===== src/rtl/cache_axi_rd_arbiter.sv =====
`default_nettype none
// ============================================================================
// Module   : cache_axi_rd_arbiter
// Brief    : Round-robin share of one AXI4 read channel pair between the
//            icache and dcache miss paths; assembles beats into a 128-bit line.
// Revision : 1.0 - initial release
// ============================================================================
module cache_axi_rd_arbiter #(
    parameter logic [3:0] ID_IC = 4'd0,
    parameter logic [3:0] ID_DC = 4'd1
) (
    input  logic         clk,
    input  logic         resetn,

    input  logic         ic_rd_req,
    input  logic [2:0]   ic_rd_type,
    input  logic [31:0]  ic_rd_addr,
    output logic         ic_rd_rdy,
    output logic         ic_ret_valid,
    output logic [127:0] ic_ret_data,

    input  logic         dc_rd_req,
    input  logic [2:0]   dc_rd_type,
    input  logic [31:0]  dc_rd_addr,
    output logic         dc_rd_rdy,
    output logic         dc_ret_valid,
    output logic [127:0] dc_ret_data,

    output logic [3:0]   arid,
    output logic [31:0]  araddr,
    output logic [7:0]   arlen,
    output logic [2:0]   arsize,
    output logic [1:0]   arburst,
    output logic         arvalid,
    input  logic         arready,

    input  logic [3:0]   rid,
    input  logic [31:0]  rdata,
    input  logic [1:0]   rresp,
    input  logic         rlast,
    input  logic         rvalid,
    output logic         rready
);

    localparam logic [2:0] c_TYPE_LINE = 3'b100;

    typedef enum logic [1:0] {
        S_IDLE = 2'd0,
        S_AR   = 2'd1,
        S_R    = 2'd2,
        S_RET  = 2'd3
    } state_t;

    state_t         r_state;
    state_t         w_next;
    logic           r_owner;        // 1 = dcache
    logic           r_last_grant;   // 1 = dcache
    logic           r_is_line;
    logic [31:0]    r_addr;
    logic [127:0]   r_buf;
    logic [1:0]     r_cnt;
    logic           r_full;
    logic           w_grant_ic;
    logic           w_grant_dc;
    logic           w_unused_ok;

    // Single outstanding transaction, so the returned ID and response carry no information.
    assign w_unused_ok = ^{rid, rresp};

    always_comb begin
        w_next     = r_state;
        w_grant_ic = 1'b0;
        w_grant_dc = 1'b0;
        case (r_state)
            S_IDLE: begin
                if (ic_rd_req && (!dc_rd_req || r_last_grant)) begin
                    w_grant_ic = 1'b1;
                end else if (dc_rd_req) begin
                    w_grant_dc = 1'b1;
                end
                if (w_grant_ic || w_grant_dc) begin
                    w_next = S_AR;
                end
            end
            S_AR: begin
                if (arready) begin
                    w_next = S_R;
                end
            end
            S_R: begin
                if (rvalid && rlast) begin
                    w_next = S_RET;
                end
            end
            S_RET: begin
                w_next = S_IDLE;
            end
            default: begin
                w_next = S_IDLE;
            end
        endcase
    end

    always_ff @(posedge clk) begin
        if (!resetn) begin
            r_state      <= S_IDLE;
            r_owner      <= 1'b0;
            r_last_grant <= 1'b0;
            r_is_line    <= 1'b0;
            r_addr       <= 32'd0;
            r_buf        <= 128'd0;
            r_cnt        <= 2'd0;
            r_full       <= 1'b0;
        end else begin
            r_state <= w_next;
            if (w_grant_ic || w_grant_dc) begin
                r_owner      <= w_grant_dc;
                r_last_grant <= w_grant_dc;
                r_addr       <= w_grant_dc ? dc_rd_addr : ic_rd_addr;
                r_is_line    <= w_grant_dc ? (dc_rd_type == c_TYPE_LINE)
                                           : (ic_rd_type == c_TYPE_LINE);
                r_buf        <= 128'd0;
                r_cnt        <= 2'd0;
                r_full       <= 1'b0;
            end
            // Once word 3 is written, further beats are dropped until rlast.
            if (r_state == S_R && rvalid && !r_full) begin
                r_buf[{r_cnt, 5'b0} +: 32] <= rdata;
                if (r_cnt == 2'd3) begin
                    r_full <= 1'b1;
                end else begin
                    r_cnt <= r_cnt + 2'd1;
                end
            end
        end
    end

    assign ic_rd_rdy    = w_grant_ic;
    assign dc_rd_rdy    = w_grant_dc;
    assign ic_ret_valid = (r_state == S_RET) && !r_owner;
    assign dc_ret_valid = (r_state == S_RET) && r_owner;
    assign ic_ret_data  = r_buf;
    assign dc_ret_data  = r_buf;

    assign arid    = r_owner ? ID_DC : ID_IC;
    assign araddr  = r_addr;
    assign arlen   = r_is_line ? 8'd3 : 8'd0;
    assign arsize  = 3'b010;
    assign arburst = 2'b01;
    assign arvalid = (r_state == S_AR);
    assign rready  = (r_state == S_R);

endmodule
`default_nettype wire


===== config.mk =====
export PLATFORM = sky130hd
export DESIGN_NAME = cache_axi_rd_arbiter
export DESIGN_NICKNAME = d
export VERILOG_FILES = /design/src/rtl/cache_axi_rd_arbiter.sv
export SDC_FILE = /design/constraint.sdc
export NUM_CORES = 1
export LEC_CHECK = 0
export ABC_AREA = 1
export CAP_MARGIN = 20
export CORE_AREA = 4 4 161 163
export CTS_BUF_LIST = sky130_fd_sc_hd__clkbuf_8
export DETAILED_ROUTE_END_ITERATION = 8
export DIE_AREA = 0 0 165 167
export GPL_TIMING_DRIVEN = 0
export PLACE_DENSITY = 0.72
export RECOVER_POWER = 50
export SLEW_MARGIN = 10
export SYNTH_ARGS = -nofsm -noshare
export SYNTH_HDL_FRONTEND = slang
export SYNTH_SLANG_ARGS = --single-unit

===== constraint.sdc =====
create_clock -name clk -period 4.5 [get_ports clk]
set_clock_uncertainty 0.15 [all_clocks]
set_input_delay 0.9 -clock clk [delete_from_list [all_inputs] [get_ports clk]]
set_output_delay 0.9 -clock clk [all_outputs]
set_load 0.005 [all_outputs]

==> metrics <==
H-tree levels 4; met2 wire len 18600 µm; FF-to-FF path depth 10; Clock Tree Buf Depth 2; GRT Total Usage 0.241; Worst-Margin Slew 0.676 ns; met3 routed WL 3320 µm; # setup viols final 0; Placer Congestion 0.912; Cells on Worst Hold Path 2; Cell Area, Placed 13300 µm²; Final nets 1823; Pleak 0.00621 µW; crit-path max FO 10; CTS resizes 0; Highest Signal Layer met5; area delta synth->final 55.5%; post-route setup TNS 0 ns; FF-to-FF Start r_cnt[0]; hold endpoint r_full; drt first pass iters 5; Yosys reg bits 167; maxcap violations 0; Worst R2R End dc_ret_data[16]; count of cell types in the netlist 25; wl on met1 11900 µm; Post-Syn Area 8820 µm²; number of global-route vias before repair 9399; period utilization 0.850; status complete, no violations; via count 9768; power per standard cell area 342 nW/µm²; Setup crit start dc_rd_req; row count 57; grt total ovfl 0; Worst VDD drop 0.203 mV; CTS tree yes; highest-count cells in the layout ignoring fill and taps clkdlybuf4s50_1 (255), nand3_1 (207), dfxtp_1 (167), nor2_1 (163), dlygate4sd3_1 (150); die area 27600 µm²; largest net degree at the start of global routing 17; final wirelength 34800 µm; CTS root buffer clkbuf_8; Seq/Total Area, Yosys 0.379; starting density of the core 0.363; Critical Path RT 3.45 ns; Tmin final 3.82 ns; Setup CP Type primary input to primary output; hold-fix buffers at CTS 0; CTS buffer count 17; commonest non-fill, non-tap cell in the layout clkdlybuf4s50_1; flop2flop setup slack 1.95 ns; Slew Limit Headroom 0.550; die height 167 µm; top-level I/O count 426; Max Fclk 0.261 GHz; Final Cell Area 13700 µm²; CP endpoint kind primary output; Slew Viols, Final 0; hold_sp r_full; hold slack 0.354 ns; Vias per Instance 4.79; antenna-violating nets left 0; postcts setup bufs 0; synthesized instance count 1261; WL/cell 17.1 µm; first-pass GRT wire length 51600 µm; Core Box Area 24300 µm²; share of layout cells above drive strength 1 0.133; CP startpoint kind primary input; number of port buffers 405; WP data arrival 2.77 ns; clk_lat worst skew 0.46 ns; Hold WC Path Type register to register; CTS sink cnt 167; Util after Layout 0.564; synth warn 0; post-DP HPWL 29200 µm; final hold violations 0; DRT iter0 DRCs 471; initial antenna violation count 6; Die Wd 165 µm; synthesized area per cell 6.99 µm²; drc violations 0; Clock Pin Slew Worst Setup and Hold Paths 0.09 ns; RSZ-0062 raised after global routing no
==> layout make-up <==
class	count	area, µm²
inverter	88	330
fill	2406	10600
buffer	237	1490
antenna	4	10.0
tap	324	405
multi-input combinational	781	3680
timing repair buffer	405	4050
clock buffer	19	262
clock inverter	13	143
sequential	167	3340
==> logic make-up after synthesis <==
kind of cell             count (synthesis)  synth area share
other                                    2          0.000852
AO/OA/AOI/OAI                          182             0.104
buffers and inverters                  325             0.209
flip-flops                             167             0.379
AND/OR/NAND/NOR                        574             0.292
adder cells (fa/ha/maj)                 11            0.0156
==> Yosys cell counts <==
cell | instances | area share
clkbuf_2 | 1 | 0.00057
clkbuf_1 | 35 | 0.015
nand3b_1 | 19 | 0.016
conb_1 | 2 | 0.00085
buf_2 | 44 | 0.025
nand3_1 | 207 | 0.12
buf_1 | 7 | 0.0030
nor2_4 | 2 | 0.0026
nand2_2 | 1 | 0.00071
nor3_4 | 1 | 0.0018
nor3_1 | 29 | 0.016
nand3_2 | 1 | 0.0011
inv_1 | 84 | 0.036
clkinv_1 | 1 | 0.00043
o211ai_1 | 1 | 0.00085
o21ai_1 | 18 | 0.010
nor2_2 | 7 | 0.0050
buf_4 | 150 | 0.13
a21oi_1 | 131 | 0.074
nor2_1 | 162 | 0.069
inv_2 | 3 | 0.0013
nand2_1 | 145 | 0.062
o21ai_0 | 32 | 0.018
dfxtp_1 | 167 | 0.38
ha_1 | 11 | 0.016
==> worst max path at each step <==
stage / endpoint / cells after the start
floorplan: dc_rd_rdy / 5
global placement: dc_rd_rdy / 7
detailed placement: dc_rd_rdy / 7
CTS: dc_rd_rdy / 7
global route: dc_rd_rdy / 7
finish: dc_rd_rdy / 7
==> worst max-delay path, stage by stage <==
cell and delay, ns:
dlygate4sd3_1 0.58, nand2_1 0.08, clkinv_1 0.24, nand2_2 0.23, buf_2 0.24, inv_1 0.06
clkdlybuf4s50_1 0.44
==> metrics by stage <==
step           cells  total power, µW  worst slack, ns
2_1_floorplan   1273             2810             1.96
3_3_place_gp    2002             3670            0.817
3_5_place_dp    2002             3690            0.798
4_1_cts         2034             4790            0.795
5_1_grt         2038             5000            0.565
6_report        2038             4690            0.676
==> report_power, final <==
group	leakage, µW	switching [µW]	total, µW	internal [µW]
Clock	0.000203	577	1100	527
Sequential	0.00136	114	1760	1650
Combinational	0.00466	1040	1820	780
==> layer usage <==
layer	vias to the layer above	global-route usage
li1	4814	-
met5	-	0
met2	433	0.470
met4	2	0.0788
met1	4458	0.241
met3	61	0.0665
==> registers in the layout, indices dropped and copies added, names as in the netlist <==
| register | flops |
|---|---|
| dc_ret_data | 128 |
| r_state | 2 |
| r_is_line | 1 |
| r_full | 1 |
| r_cnt | 2 |
| r_last_grant | 1 |
| araddr | 32 |
Power figures use the tool's default switching activity.
